[config.mk]
export PLATFORM = sky130hd
export DESIGN_NAME = keypad_scan_ctrl
export DESIGN_NICKNAME = d
export VERILOG_FILES = /design/src/rtl/keypad_pkg.sv /design/src/rtl/keypad_debounce.sv /design/src/rtl/keypad_scan_ctrl.sv
export SDC_FILE = /design/constraint.sdc
export NUM_CORES = 1
export LEC_CHECK = 0
export BUFFER_PORTS_ARGS = -buffer_cell sky130_fd_sc_hd__clkbuf_2
export CAP_MARGIN = 25
export CORE_AREA = 2 2 91 93
export DETAILED_ROUTE_END_ITERATION = 12
export DIE_AREA = 0 0 93 95
export PLACE_DENSITY = 0.7
export SLEW_MARGIN = 40
export SYNTH_ARGS = -nofsm -noshare
export SYNTH_HDL_FRONTEND = slang
export SYNTH_SLANG_ARGS = --single-unit
export TNS_END_PERCENT = 100
[constraint.sdc]
create_clock -name clk -period 9.4 [get_ports clk]
set_input_delay 2.82 -clock clk [delete_from_list [all_inputs] [get_ports clk]]
set_output_delay 2.82 -clock clk [all_outputs]
set_load 0.02 [all_outputs]
[src/rtl/keypad_pkg.sv]
// Shared constants and types for the 4x4 matrix keypad scanner.
package keypad_pkg;

    localparam logic [3:0] COL_C1 = 4'b0111;
    localparam logic [3:0] COL_C2 = 4'b1011;
    localparam logic [3:0] COL_C3 = 4'b1101;
    localparam logic [3:0] COL_C4 = 4'b1110;

    // KEY_MAP[column][row], column 0 = C1, row 0 = R1
    localparam logic [3:0] KEY_MAP [0:3][0:3] = '{
        '{4'h1, 4'h4, 4'h7, 4'h0},
        '{4'h2, 4'h5, 4'h8, 4'hF},
        '{4'h3, 4'h6, 4'h9, 4'hE},
        '{4'hA, 4'hB, 4'hC, 4'hD}
    };

    typedef enum logic [1:0] {
        DB_NONE    = 2'd0,
        DB_KEY     = 2'd1,
        DB_INVALID = 2'd2
    } db_state_e;

    typedef struct packed {
        db_state_e  kind;
        logic [3:0] code;
    } scan_res_t;

    function automatic logic [3:0] col_strobe(input logic [1:0] idx);
        logic [3:0] s;
        case (idx)
            2'd0:    s = COL_C1;
            2'd1:    s = COL_C2;
            2'd2:    s = COL_C3;
            default: s = COL_C4;
        endcase
        return s;
    endfunction

endpackage

[src/rtl/keypad_debounce.sv]
// Debounces one scan result per strobe; commits after DEBOUNCE_SCANS
// identical scans and flags a press event on entry to a new key.
module keypad_debounce
    import keypad_pkg::*;
#(
    parameter int unsigned DEBOUNCE_SCANS = 4
) (
    input  logic       clk,
    input  logic       rst_n,
    input  logic       scan_vld_i,
    input  scan_res_t  scan_res_i,
    output db_state_e  state_o,
    output logic       key_held_o,
    output logic       event_o,
    output logic [3:0] event_code_o
);

    localparam logic [3:0] CNT_MAX = 4'(DEBOUNCE_SCANS);

    scan_res_t  cand_q, cand_d;
    logic [3:0] cnt_q, cnt_d;
    db_state_e  state_q;
    logic [3:0] code_q;
    logic       held_q;
    logic       commit;

    always_comb begin
        cand_d = scan_res_i;
        cnt_d  = 4'd1;
        if (scan_res_i == cand_q) begin
            cand_d = cand_q;
            cnt_d  = (cnt_q == CNT_MAX) ? CNT_MAX : cnt_q + 4'd1;
        end
        commit       = scan_vld_i && (cnt_d == CNT_MAX);
        // Event only on entering a key different from the committed one.
        event_o      = commit && (cand_d.kind == DB_KEY) &&
                       ((state_q != DB_KEY) || (code_q != cand_d.code));
        event_code_o = cand_d.code;
    end

    always_ff @(posedge clk or negedge rst_n) begin
        if (!rst_n) begin
            cand_q  <= '{kind: DB_NONE, code: 4'h0};
            cnt_q   <= '0;
            state_q <= DB_NONE;
            code_q  <= '0;
            held_q  <= 1'b0;
        end else if (scan_vld_i) begin
            cand_q <= cand_d;
            cnt_q  <= cnt_d;
            if (commit) begin
                state_q <= cand_d.kind;
                code_q  <= cand_d.code;
                held_q  <= (cand_d.kind == DB_KEY);
            end
        end
    end

    assign state_o    = state_q;
    assign key_held_o = held_q;

endmodule

[src/rtl/keypad_scan_ctrl.sv]
// 4x4 keypad scan sequencer: strobes columns, samples rows, forms one result
// per full scan, debounces it and delivers press events over valid/ready.
module keypad_scan_ctrl
    import keypad_pkg::*;
#(
    parameter int unsigned SCAN_TICKS     = 100000,
    parameter int unsigned SETTLE_TICKS   = 8,
    parameter int unsigned DEBOUNCE_SCANS = 4
) (
    input  logic       clk,
    input  logic       rst_n,
    input  logic [3:0] row,
    output logic [3:0] col,
    output logic       key_valid,
    output logic [3:0] key_code,
    input  logic       key_ready,
    output logic       key_held,
    output logic       overrun
);

    localparam int unsigned   SW          = $clog2(SCAN_TICKS);
    localparam logic [SW-1:0] SLOT_LAST   = SW'(SCAN_TICKS - 1);
    localparam logic [SW-1:0] SLOT_SAMPLE = SW'(SETTLE_TICKS);

    logic [SW-1:0] slot_q, slot_d;
    logic [1:0]    idx_q, idx_d;
    logic [3:0]    col_q;
    logic [3:0]    row_s1_q, row_s2_q;
    logic          acc_hit_q, acc_hit_d;
    logic          acc_multi_q, acc_multi_d;
    logic [3:0]    acc_code_q, acc_code_d;
    logic          valid_q, overrun_q;
    logic [3:0]    code_q;

    logic          sample_en, scan_vld;
    logic [3:0]    row_low, samp_code;
    logic          samp_hit, samp_multi;
    scan_res_t     scan_res;
    db_state_e     db_state;
    logic          db_held, db_event;
    logic [3:0]    db_code;

    always_comb begin
        slot_d    = (slot_q == SLOT_LAST) ? '0 : slot_q + SW'(1);
        idx_d     = (slot_q == SLOT_LAST) ? idx_q + 2'd1 : idx_q;
        sample_en = (slot_q == SLOT_SAMPLE);
        scan_vld  = sample_en && (idx_q == 2'd3);

        row_low    = ~row_s2_q;
        samp_hit   = $onehot(row_low);
        samp_multi = !$onehot0(row_low);
        case (row_low)
            4'b1000: samp_code = KEY_MAP[idx_q][0];
            4'b0100: samp_code = KEY_MAP[idx_q][1];
            4'b0010: samp_code = KEY_MAP[idx_q][2];
            4'b0001: samp_code = KEY_MAP[idx_q][3];
            default: samp_code = 4'h0;
        endcase

        // A second hit in a later column makes the whole scan ambiguous.
        acc_hit_d   = acc_hit_q | samp_hit;
        acc_multi_d = acc_multi_q | samp_multi | (acc_hit_q & samp_hit);
        acc_code_d  = samp_hit ? samp_code : acc_code_q;

        scan_res = '{kind: DB_NONE, code: 4'h0};
        if (acc_multi_d)
            scan_res = '{kind: DB_INVALID, code: 4'h0};
        else if (acc_hit_d)
            scan_res = '{kind: DB_KEY, code: acc_code_d};
    end

    always_ff @(posedge clk or negedge rst_n) begin
        if (!rst_n) begin
            slot_q      <= '0;
            idx_q       <= '0;
            col_q       <= '1;
            row_s1_q    <= '1;
            row_s2_q    <= '1;
            acc_hit_q   <= 1'b0;
            acc_multi_q <= 1'b0;
            acc_code_q  <= '0;
            valid_q     <= 1'b0;
            code_q      <= '0;
            overrun_q   <= 1'b0;
        end else begin
            slot_q   <= slot_d;
            idx_q    <= idx_d;
            col_q    <= col_strobe(idx_q);
            row_s1_q <= row;
            row_s2_q <= row_s1_q;
            if (sample_en) begin
                acc_hit_q   <= scan_vld ? 1'b0 : acc_hit_d;
                acc_multi_q <= scan_vld ? 1'b0 : acc_multi_d;
                acc_code_q  <= scan_vld ? 4'h0 : acc_code_d;
            end
            overrun_q <= 1'b0;
            if (db_event) begin
                if (!valid_q || key_ready) begin
                    valid_q <= 1'b1;
                    code_q  <= db_code;
                end else begin
                    overrun_q <= 1'b1;
                end
            end else if (valid_q && key_ready) begin
                valid_q <= 1'b0;
            end
        end
    end

    keypad_debounce #(
        .DEBOUNCE_SCANS(DEBOUNCE_SCANS)
    ) u_debounce (
        .clk          (clk),
        .rst_n        (rst_n),
        .scan_vld_i   (scan_vld),
        .scan_res_i   (scan_res),
        .state_o      (db_state),
        .key_held_o   (db_held),
        .event_o      (db_event),
        .event_code_o (db_code)
    );

    assign col       = col_q;
    assign key_valid = valid_q;
    assign key_code  = code_q;
    assign key_held  = db_held && (db_state == DB_KEY);
    assign overrun   = overrun_q;

endmodule

; ---- Word level (Yosys, flattened, before mapping)
; Cells that the tools add are included.
[totals]
reg_bits = 60
inputBits = 7
out_inout_bits = 11
word_cells = 84
[classes]
n_addsub = 6
order_cmp = 2
n_eq_ne = 18
n_mux = 20
bitwise = 6
reduce_logical = 15
[op_table]
columns = op, n
row1 = 16-bit binary-select mux with 2-bit select, 1
row2 = 16-bit two-way mux, 2
row3 = 17-bit by 1-bit adder with 17-bit output (second input constant), 1
row4 = 17-bit equality test (second input constant), 1
row5 = 17-bit by 4-bit equality test with 1-bit output (second input constant), 1
row6 = 17-bit two-way mux, 1
row7 = 4-bit two-way mux, 4
row8 = 4-bit one-hot mux with 4 select lines, 1
row9 = 4-bit by 3-bit equality test with 1-bit output (second input constant), 3
row10 = 6-bit two-way mux, 2
row11 = 4-bit one-hot mux with 3 select lines, 1
row12 = 1-bit two-way mux, 7
row13 = 2-bit by 1-bit equality test with 1-bit output (second input constant), 3
row14 = 6-bit equality test, 1
row15 = 1-bit logical AND, 6
row16 = 2-bit AND reduction, 3
row17 = 5-bit two-way mux, 1
row18 = 1-bit by 1-bit adder with 2-bit output, 2
row19 = 4-bit by 1-bit adder with 4-bit output (second input constant), 1
row20 = 2-bit equality test (second input constant), 2
row21 = 4-bit by 1-bit equality test with 1-bit output (second input constant), 1
row22 = 4-bit by 2-bit equality test with 1-bit output (second input constant), 1
row23 = 4-bit equality test (second input constant), 1
row24 = 2-bit by 1-bit != test with 1-bit output (second input constant), 2
row25 = 14 further kinds, 18

; ---- Depth between registers and ports, before layout
; Gate-level depths: netlist (run 1).
[depth]
depth_word = 16
depth_mapped = 15
ltp_nobuf = 12

; ---- Cells and area by module
; From an unflattened synthesis (run 1), not the netlist that was laid out.
[unflattened]
hier_cells = 300
hier_area_um2 = 3133.0
[by_module_without_submodules]
columns = mod, n_inst, cells_per_inst, area_each_um2, seq_area_each_um2
row1 = keypad_scan_ctrl, 1, 215, 2175.8, 1091.0
row2 = keypad_debounce, 1, 85, 957.2, 425.4

; ---- Least setup slack after synthesis (run 1)
; Ideal clock, no wire load.
[synth_timing]
kind = in2reg
from = input key_ready
to = register code_q[0] (netlist: key_code[0])
setup_ns = 0.125
arrival_ns = 3.739
t_required_ns = 9.275
slack_ns = 5.536
path_stages = 4
path_buffers = 0
cell_sequence = nand2b_1 > nand3_1 > a2111oi_4 > mux2_2
[synth_between]
elab_chain_cells = 2
[synth_lines]
columns = element, line_no
row1 = "start, declared", keypad_scan_ctrl.sv:16  ; input logic key_ready,
row2 = 1-bit logical OR, keypad_scan_ctrl.sv:98  ; if (!valid_q || key_ready) begin
row3 = 2-bit AND reduction (no source line), n/a
row4 = "end signal, assigned", keypad_scan_ctrl.sv:100  ; code_q <= db_code;
row5 = "end, declared", keypad_scan_ctrl.sv:33  ; logic [3:0] code_q;
; Every way passes these cells.
; A chain may end at the register's enable or synchronous reset.

; ---- Worst setup path in the final report (run 1)
[layout_timing]
from = register row_s2_q[3]
to = register u_debounce.state_q[0] (netlist: u_debounce.state_o[0])
[layout_between]
elab_chain_cells = 13
elab_cells_between_ends = 24
cone_classes = add/sub: 2 / order compare: 1 / eq/ne: 7 / mux: 6 / bitwise: 5 / reduce/logical: 3
[layout_lines]
columns = element, line_no
row1 = "start, declared", keypad_scan_ctrl.sv:28  ; logic [3:0] row_s1_q, row_s2_q;
row2 = "start signal, assigned", keypad_scan_ctrl.sv:90  ; row_s2_q <= row_s1_q;
row3 = 4-bit inverter *, keypad_scan_ctrl.sv:49  ; row_low = ~row_s2_q;
row4 = 1-bit by 1-bit adder with 2-bit output (implied by the code), "keypad_scan_ctrl.sv:50, keypad_scan_ctrl.sv:51"
row5 = 2-bit by 2-bit adder with 3-bit output (implied by the code), "keypad_scan_ctrl.sv:50, keypad_scan_ctrl.sv:51"
row6 = 3-bit by 1-bit <= comparator with 1-bit output (implied by the code), keypad_scan_ctrl.sv:51  ; samp_multi = !$onehot0(row_low);
row7 = 1-bit zero test, keypad_scan_ctrl.sv:51
row8 = 1-bit bitwise OR (2 in a row), keypad_scan_ctrl.sv:62  ; acc_multi_d = acc_multi_q | samp_multi | (acc_hit_q & samp_hit);
row9 = 6-bit two-way mux *, keypad_scan_ctrl.sv:66  ; if (acc_multi_d)
row10 = 6-bit equality test, keypad_debounce.sv:30  ; if (scan_res_i == cand_q) begin
row11 = 4-bit two-way mux, keypad_debounce.sv:30
row12 = 4-bit by 3-bit equality test with 1-bit output, keypad_debounce.sv:34  ; commit = scan_vld_i && (cnt_d == CNT_MAX);
row13 = 1-bit logical AND, keypad_debounce.sv:34
row14 = 2-bit AND reduction (no source line), n/a
row15 = "end signal, assigned", keypad_debounce.sv:52  ; state_q <= cand_d.kind;
row16 = "end, declared", keypad_debounce.sv:22  ; db_state_e state_q;
; Every way passes the cells marked *; elsewhere a longest branch is shown, timed or not.

==> results of run 1 <==
## metal layers
layer  vias up  routed length, microns
met5         -                       0
met4         0                     146
met3        17                     278
met2        55                    3441
met1      1267                    3260
li1       1323                       -
## kinds of logic (layout without fill, tap and decap cells)
| logic type | after synthesis | after routing | synth area share (%) |
|---|---|---|---|
| simple gates | 140 | 140 | 20.80 |
| compound gates | 71 | 71 | 14.40 |
| flops | 60 | 60 | 43.53 |
| buf+inv | 47 | 69 | 5.532 |
| fa+ha+maj | 18 | 18 | 6.681 |
| xor+xnor | 18 | 18 | 4.526 |
| mux | 15 | 15 | 4.526 |
## registers in the layout, summed over array words and instances, names as in the netlist
signal	count
acc_hit_q	1
row_s2_q	4
slot_q	17
col	4
u_debounce.state_o	2
u_debounce.key_held_o	1
key_valid	1
key_code	4
acc_code_q	4
idx_q	2
row_s1_q	4
u_debounce.cand_q	6
u_debounce.cnt_q	4
acc_multi_q	1
overrun	1
u_debounce.code_q	4
## area by class of cell
class | instances | area share, %
clock buffers | 10 | 3.842
multi-input cells | 262 | 45.79
flip-flops and latches | 60 | 39.13
repair buffers | 20 | 2.874
inverters | 33 | 3.197
well taps | 105 | 3.390
clock inverters | 6 | 1.776
## worst max path at each step
stage                start                     to  cells past startpoint
6_report       row_s2_q[3]  u_debounce.state_o[0]                     12
5_1_grt        row_s2_q[3]  u_debounce.key_held_o                     12
4_1_cts        row_s2_q[3]  u_debounce.state_o[0]                     12
3_5_place_dp   row_s2_q[3]  u_debounce.state_o[0]                     12
3_3_place_gp   row_s2_q[3]   u_debounce.code_q[0]                     12
2_1_floorplan    key_ready            key_code[0]                      4
## where the power goes
group,switching (mW),leakage [nW],internal [mW]
clock,0.111,0.108,0.140
combinational,0.0380,0.850,0.0190
sequential,0.00589,0.755,0.262
total,0.155,1.71,0.421
## worst register-to-register path, delay by kind of cell (launching register included)
kind                       cells  cell delay [ns]
AOI/OAI and AO/OA              2             0.76
muxes                          1             0.38
and+or+nand+nor                4             1.91
adders and majority gates      3             0.90
DFF                            1             0.64
buffers and inverters          2             0.12
## placed cells by master (no fill, tap or decap), types with 4 or more instances in the layout
master / n
ha_1: 17
nor2_1: 31
clkbuf_8: 9
and3_1: 7
a21oi_1: 12
nand2b_1: 5
clkbuf_2: 17
mux2i_1: 9
xnor2_1: 12
dfstp_2: 12
inv_1: 32
nand3_1: 21
o21ai_0: 20
mux2_2: 6
nand4_1: 9
xor2_1: 6
dfrtp_1: 48
nor2b_1: 4
nor3_1: 12
nand2_1: 31
==> impl_metrics.csv, run 1 <==
group,metric,value,unit
status,status,"completed",
detailed_routing,wl_per_cell,14.37,microns
floorplan,rows,33,
timing,setup_viol,0,
placement,dp.final_hpwl,5056,microns
clocking,cts_hold_buf,0,
logic_synthesis,synth_cell_types,61,
timing,tightest_slew,0.8002,ns
logic_synthesis,synth_fp_nets,394,
floorplan,ios,18,
critical_path,worst_r2r_path_depth,12,
logic_synthesis,async_flop_share,100.0,%
critical_path,path_delay_family,"simple AND/OR/NAND/NOR gates",
logic_synthesis,synth_flop_cell,"dfrtp_1",
placement,dp.cells,480,
floorplan,fp.dieW,93,microns
logic_synthesis,yosysWarnings,0,
flow_run,maxCapViolCount,0,
critical_path,cp-end-kind,"flip-flop",
floorplan,dieArea,8835,sq um
detailed_routing,ant_nets,0,
global_routing,grt.total_usage,17.76,%
logic_synthesis,synth_top_cell_by_area,"dfrtp_1",
global_routing,busiest_layer,"met2",
clocking,cts-root-buf,"clkbuf_8",
floorplan,core,7928,sq um
critical_path,crit_fanout,14,
critical_path,reg2reg_slack,4.57,ns
layout,fin_area,3875,sq um
logic_synthesis,yosysTopAreaCellShare,34.48,%
detailed_routing,drt_iter0_markers,162,
critical_path,rr_endpoint,"u_debounce.state_o[0]",
critical_path,crit-reg2reg-launch,"row_s2_q[3]",
layout,seqCellArea,1516,sq um
logic_synthesis,synth_edf_count,0,
layout,num-fill-cells,774,
placement,dpl_cell_area,3654,sq um
clocking,clk_latency,0.35,ns
layout,syn_to_final_growth,11.24,%
detailed_routing,vias,2662,
power_and_ir_drop,finalPower,0.5765,mW
critical_path,cpPeakStageDelay,0.67,ns
layout,fin_cells,496,
global_routing,met3_usage,3.512,%
clocking,htreeDepth,3,
detailed_routing,vias_per_cell,5.367,
timing,final_hold_viol_count,0,
detailed_routing,drc_errors,0,
timing,fin_setup_tns,0,ns
layout,layout.nets,411,
logic_synthesis,synth_most_common_cell,"dfrtp_1",
hold_path,hold_path_depth,0,
timing,period_share,51.38,%
global_routing,grt_pass1_wl,12250,microns
clocking,cts_resized,0,
layout,drive_gt1_share,16.11,%
power_and_ir_drop,power.static_leakage,1.714,nW
detailed_routing,wirelength,7126,microns
logic_synthesis,syn_area,3483,sq um
logic_synthesis,ys_ff_latch,60,
clocking,clock_path_buffers,2,
timing,rsz0062_at_grt,"no",
hold_path,hold_end,"row_s2_q[0]",
layout,fin_util,48.88,%
hold_path,hold_class,"flip-flop to flip-flop",
clocking,clkSinkCount,60,
power_and_ir_drop,power.density,148.8,nW/um^2
critical_path,cp-start-kind,"flip-flop",
logic_synthesis,ys_top_cells_by_count,"dfrtp_1, inv_1, nand2_1, nor2_1, nand3_1",
global_routing,grt.met2_usage,29.05,%
placement,place_ws,4.699,ns
critical_path,path_class,"flip-flop to flip-flop",
placement,gp_congestion,0.8835,
critical_path,crit_buf_inv,2,
logic_synthesis,synth_cells,369,
placement,io_buffers,17,
detailed_routing,drt-pass1-iter-count,4,
global_routing,overflow,0,
timing,finalClockSkew,0.01527,ns
critical_path,cp.required,9.62,ns
clocking,clk_pin_slew,0.08,ns
power_and_ir_drop,ir_drop,0.07736,mV
timing,finalMaxSlewViolations,0,
timing,fmax,207.1,MHz
clocking,cts_tree,"built",
hold_path,worstHoldStart,"row_s1_q[0]",
timing,finalCriticalPeriod,4.829,ns
clocking,numCtsBuffers,9,
clocking,cts_setup_buffers,0,
global_routing,grt_antenna_before_repair,0,
global_routing,grt_pass1_vias,2593,
floorplan,initial_core_util,43.94,%
logic_synthesis,synthTopCellsByArea,"dfrtp_1, dfstp_2, ha_1",
logic_synthesis,yosysSeqAreaShare,43.53,%
timing,layout_setup_ws,4.571,ns
layout,multi_input_comb_area,1774,sq um
timing,slew_headroom,46.42,%
critical_path,critPathSlowestCell,"nor3b_2",
logic_synthesis,avgSynthCellArea,9.440,sq um
global_routing,use_met1,22.88,%
critical_path,path_cells,"fa_1 -> inv_1 -> ha_1 -> inv_1 -> ha_1 -> nor3b_2 -> nand3_1 -> and4bb_1 -> o21ai_1 -> a2111oi_2 -> and3_1 -> mux2_2",
layout,diodes,0,
global_routing,grt_max_degree,61,
timing,whs,0.3581,ns
critical_path,crit_arrival,5.05,ns
floorplan,fp.dieH,95,microns
(Power assumes the default switching activity.)
==> run 2, diff against run 1 <==
==> constraint.sdc (replaced) <==
create_clock -name clk -period 4.54 [get_ports clk]
set_input_delay 1.362 -clock clk [delete_from_list [all_inputs] [get_ports clk]]
set_output_delay 1.362 -clock clk [all_outputs]
set_load 0.02 [all_outputs]
==> impl_metrics.csv, run 2 (synthesis gave the netlist of run 1 again) <==
group,metric,value,unit
detailed_routing,drt-pass1-iter-count,4,
critical_path,crit_fanout,9,
layout,drive_gt1_share,17.38,%
global_routing,use_met1,27.25,%
timing,rsz0062_at_grt,"no",
timing,finalMaxSlewViolations,0,
power_and_ir_drop,power.density,287.2,nW/um^2
floorplan,initial_core_util,43.94,%
critical_path,path_class,"flip-flop to flip-flop",
layout,fin_area,3884,sq um
detailed_routing,vias_per_cell,5.420,
layout,layout_commonest_cell,"dfrtp_1",
hold_path,hold_class,"flip-flop to flip-flop",
detailed_routing,ant_nets,0,
critical_path,crit_arrival,4.25,ns
clocking,clock_path_buffers,2,
clocking,cts_hold_buf,0,
floorplan,dieArea,8835,sq um
clocking,cts_tree,"built",
timing,fmax,247.7,MHz
placement,io_buffers,17,
clocking,clk_latency,0.33,ns
critical_path,path_cells,"fa_1 -> inv_1 -> ha_1 -> inv_1 -> ha_1 -> or3b_1 -> a21oi_2 -> nor2_1 -> a211o_1 -> a2111o_1 -> a2111oi_4 -> mux2_2",
timing,setup_viol,0,
layout,fin_cells,502,
layout,syn_to_final_growth,11.49,%
critical_path,critPathSlowestCell,"dfstp_2",
global_routing,grt_pass1_vias,2728,
floorplan,fp.dieW,93,microns
floorplan,fp.dieH,95,microns
floorplan,core,7928,sq um
timing,finalClockSkew,0.01032,ns
global_routing,grt_pass1_wl,13250,microns
clocking,clkSinkCount,60,
global_routing,busiest_layer,"met2",
timing,fin_setup_tns,0,ns
status,status,"completed",
power_and_ir_drop,p_int,0.7990,mW
power_and_ir_drop,power.static_leakage,1.716,nW
clocking,cts_setup_buffers,0,
flow_run,maxCapViolCount,0,
clocking,clk_pin_slew,0.08,ns
placement,dp.final_hpwl,5319,microns
global_routing,overflow,0,
global_routing,grt.met2_usage,28.26,%
layout,diodes,0,
power_and_ir_drop,power_switching,0.3165,mW
critical_path,cp.required,4.75,ns
timing,finalCriticalPeriod,4.037,ns
floorplan,rows,33,
power_and_ir_drop,seqPwrFrac,49.7,%
detailed_routing,vias,2721,
power_and_ir_drop,ir_drop,0.1323,mV
timing,period_share,88.93,%
power_and_ir_drop,clock_power_share,38.7,%
timing,slew_headroom,58.01,%
global_routing,grt_antenna_before_repair,0,
detailed_routing,wirelength,7397,microns
detailed_routing,wl_per_cell,14.74,microns
layout,regMostFlops,"slot_q",
layout,layout.nets,417,
layout,final_cell_mix,"dfrtp_1, inv_1, nor2_1, nand2_1, nand3_1",
timing,final_hold_viol_count,0,
clocking,numCtsBuffers,9,
placement,gp_congestion,0.8734,
clocking,htreeDepth,3,
power_and_ir_drop,p_comb_share,11.5,%
detailed_routing,drc_errors,0,
floorplan,ios,18,
detailed_routing,drt_iter0_markers,194,
clocking,cts_resized,0,
clocking,cts-root-buf,"clkbuf_8",
layout,largest_register_ffs,17,
global_routing,met3_usage,4.310,%
critical_path,cp-end-kind,"flip-flop",
layout,num-fill-cells,773,
placement,dp.cells,486,
global_routing,grt_max_degree,20,
critical_path,cpPeakStageDelay,0.63,ns
power_and_ir_drop,p_sw_share,28.37,%
power_and_ir_drop,finalPower,1.115,mW
layout,top_regs,"slot_q x17, u_debounce.cand_q x6",
placement,dpl_cell_area,3706,sq um
global_routing,grt.total_usage,19.18,%
critical_path,cp-start-kind,"flip-flop",
timing,tightest_slew,0.6285,ns
run 2: worst paths after layout:
check | start | end | slack (ns) | depth (start not counted)
hold / removal | row_s1_q[0] | row_s2_q[0] | 0.36 | 0
setup reg to reg | row_s2_q[3] | key_code[0] | 0.50 | 12
min in group asynchronous | rst_n | u_debounce.cand_q[0] | 1.00 | 1
setup / recovery | row_s2_q[3] | key_code[0] | 0.50 | 12
max in group asynchronous | rst_n | key_code[0] | 2.92 | 2
hold reg to reg | row_s1_q[0] | row_s2_q[0] | 0.36 | 0
run 2: layout make-up:
| class | instances | area [sq um] | share of cell area (%) |
|---|---|---|---|
| inverter | 33 | 123.9 | 3.189 |
| tap | 105 | 131.4 | 3.383 |
| timing repair buffer | 26 | 160.2 | 4.124 |
| clock inverter | 6 | 40.04 | 1.031 |
| multi-input combinational | 262 | 1774 | 45.68 |
| sequential | 60 | 1516 | 39.05 |
| clock buffer | 10 | 137.6 | 3.544 |
run 2: stage by stage:
stage	setup WS [ns]	hold WS, ns	utilization, %
6_report	0.5025	0.3603	48.99
3_3_place_gp	0.6090	0.3476	46.56
3_5_place_dp	0.5169	0.3479	46.75
4_1_cts	0.4941	0.3629	48.99
5_1_grt	0.2044	0.3656	48.99
2_1_floorplan	0.7401	0.3452	-
run 2: power by group through the flow:
| stage | Clock, mW | Sequential (mW) | Combinational [mW] |
|---|---|---|---|
| final | 0.432 | 0.555 | 0.129 |
| after global routing | 0.475 | 0.556 | 0.144 |
| after CTS | 0.450 | 0.554 | 0.128 |
| after detailed placement | 0 | 0.564 | 0.126 |
| after global placement | 0 | 0.564 | 0.124 |
| after floorplan | 0 | 0.557 | 0.0944 |
run 2: routing by layer:
metal | wire (microns) | vias up | part of all wire (%)
li1 | - | 1333 | -
met1 | 3525 | 1308 | 48
met2 | 3378 | 70 | 46
met3 | 377 | 10 | 5.1
met4 | 116 | 0 | 1.6
met5 | 0 | - | 0
run 2: critical path: cells and delay by family, from the launching register on:
family          cells  cell delay (ns)
mux                 1             0.38
flops               1             0.63
compound gates      4             1.39
fa+ha+maj           3             0.89
simple gates        2             0.50
buf+inv             2             0.12
==> run 3, diff against run 2 <==
--- a/config.mk
+++ b/config.mk
@@ -7,9 +7,9 @@
 export LEC_CHECK = 0
 export BUFFER_PORTS_ARGS = -buffer_cell sky130_fd_sc_hd__clkbuf_2
 export CAP_MARGIN = 25
-export CORE_AREA = 2 2 91 93
+export CORE_AREA = 2 2 109 79
 export DETAILED_ROUTE_END_ITERATION = 12
-export DIE_AREA = 0 0 93 95
+export DIE_AREA = 0 0 111 81
 export PLACE_DENSITY = 0.7
 export SLEW_MARGIN = 40
 export SYNTH_ARGS = -nofsm -noshare
==> impl_metrics.csv, run 3 (synthesis gave the netlist of run 1 again) <==
group,metric,value,unit
critical_path,path_delay_family,"simple AND/OR/NAND/NOR gates",
placement,place_ws,0.1717,ns
critical_path,cp-end-kind,"flip-flop",
timing,layout_setup_ws,0.3451,ns
global_routing,grt.total_usage,18.40,%
placement,gp_congestion,0.9126,
detailed_routing,dr.max_layer_used,"met4",
timing,period_share,92.40,%
power_and_ir_drop,p_sw_share,22.29,%
detailed_routing,drt-pass1-iter-count,4,
floorplan,ios,18,
timing,fin_setup_tns,0,ns
clocking,htreeDepth,3,
power_and_ir_drop,power_switching,0.3359,mW
timing,tightest_slew,0.6795,ns
layout,largest_register_ffs,17,
detailed_routing,dr_wl_met3,553,microns
detailed_routing,wirelength,7601,microns
layout,fin_util,50.17,%
detailed_routing,drc_errors,0,
layout,regMostFlops,"slot_q",
timing,fmax,238.4,MHz
clocking,cts_tree,"built",
timing,slew_headroom,54.60,%
layout,drive_gt1_share,16.92,%
power_and_ir_drop,ir_drop,0.3492,mV
power_and_ir_drop,finalPower,1.507,mW
timing,final_hold_viol_count,0,
clocking,cts_hold_buf,0,
critical_path,crit_fanout,15,
floorplan,fp.dieH,81,microns
global_routing,overflow,0,
floorplan,core,8093,sq um
critical_path,path_class,"flip-flop to flip-flop",
hold_path,hold_class,"flip-flop to flip-flop",
power_and_ir_drop,p_int,1.171,mW
floorplan,rows,28,
layout,num-fill-cells,739,
timing,rsz0062_at_grt,"no",
clocking,clk_pin_slew,0.05,ns
placement,dp.final_hpwl,5506,microns
critical_path,cp-start-kind,"flip-flop",
detailed_routing,wl_met2,3165,microns
critical_path,crit_arrival,4.40,ns
detailed_routing,drt_iter0_markers,275,
power_and_ir_drop,seqPwrFrac,37.0,%
power_and_ir_drop,p_comb_share,8.9,%
floorplan,initial_core_util,43.04,%
layout,syn_to_final_growth,16.56,%
critical_path,reg2reg_slack,0.35,ns
timing,whs,0.3609,ns
clocking,clkSinkCount,60,
detailed_routing,wl_per_cell,15.17,microns
layout,top_regs,"slot_q x17, u_debounce.cand_q x6",
critical_path,critPathSlowestCell,"dfstp_2",
layout,layout_commonest_cell,"dfrtp_1",
global_routing,grt_pass1_vias,2569,
placement,dpl_cell_area,3679,sq um
detailed_routing,vias_per_cell,5.463,
placement,dp.cells,483,
flow_run,maxCapViolCount,0,
layout,diodes,0,
detailed_routing,ant_nets,0,
floorplan,dieArea,8991,sq um
layout,layout.nets,416,
layout,fin_cells,501,
timing,setup_viol,0,
critical_path,cpPeakStageDelay,0.63,ns
power_and_ir_drop,power.density,371.1,nW/um^2
critical_path,path_cells,"fa_1 -> inv_1 -> ha_1 -> inv_1 -> ha_1 -> or3b_1 -> buf_4 -> mux2i_1 -> a221oi_1 -> nor2_1 -> and2_0 -> and3_1 -> mux2_2",
power_and_ir_drop,power.static_leakage,1.807,nW
floorplan,fp.dieW,111,microns
critical_path,cp.required,4.75,ns
placement,io_buffers,17,
clocking,clock_path_buffers,2,
global_routing,grt_antenna_before_repair,0,
detailed_routing,wl_met1,3767,microns
clocking,numCtsBuffers,9,
status,status,"completed",
critical_path,crit_buf_inv,3,
layout,final_cell_mix,"dfrtp_1, inv_1, nor2_1, nand2_1, nand3_1",
layout,fin_area,4060,sq um
power_and_ir_drop,clock_power_share,54.2,%
global_routing,grt_max_degree,38,
timing,finalCriticalPeriod,4.195,ns
clocking,cts-root-buf,"clkbuf_16",
timing,finalClockSkew,0.008834,ns
timing,finalMaxSlewViolations,0,
detailed_routing,vias,2737,
clocking,clk_latency,0.33,ns
global_routing,grt_pass1_wl,12880,microns
==> run 3: cell types whose count changed in the layout (fill, tap and decap cells not counted), moves of 2 or more <==
cell and delta:
clkbuf_16 +9, clkbuf_8 -7, clkinvlp_4 -4, bufinv_16 +3
clkinv_2 -2
==> run 3: layout make-up <==
class / count / area, sq um / share of cell area [%]
clock buffer: 12 / 266.5 / 6.564
clock inverter: 4 / 93.84 / 2.311
inverter: 33 / 123.9 / 3.051
multi-input combinational: 262 / 1780 / 43.85
sequential: 60 / 1516 / 37.35
tap: 105 / 131.4 / 3.236
timing repair buffer: 25 / 147.6 / 3.636
==> run 3: repair_timing <==
| item | CTS | global route |
|---|---|---|
| endpoints found under the setup margin | 0 | 9 |
| resized for setup | 0 | 1 |
| setup buffers | 0 | 2 |
| hold endpoints to repair | 0 | 0 |
==> run 3: final timing paths <==
kind,start,endpoint,cells after the start
worst max-delay path,row_s2_q[3],u_debounce.key_held_o,13
worst min-delay path,row_s1_q[2],row_s2_q[2],0
worst max register to register,row_s2_q[3],u_debounce.key_held_o,13
worst min register to register,row_s1_q[2],row_s2_q[2],0
max in group asynchronous,rst_n,row_s1_q[1],2
min in group asynchronous,rst_n,idx_q[0],1
==> run 3: power by group through the flow <==
stage	Sequential [mW]	Clock [mW]	Combinational (mW)
floorplan	0.557	0	0.0944
global placement	0.564	0	0.120
detailed placement	0.564	0	0.122
CTS	0.556	0.836	0.123
global route	0.557	0.861	0.147
finish	0.557	0.816	0.134
==> run 3: per-layer routing <==
metal  vias to the layer above  track usage [%]
li1                       1330                -
met1                      1309            25.73
met2                        85            26.69
met3                        13            6.418
met4                         0            6.250
met5                         -                0
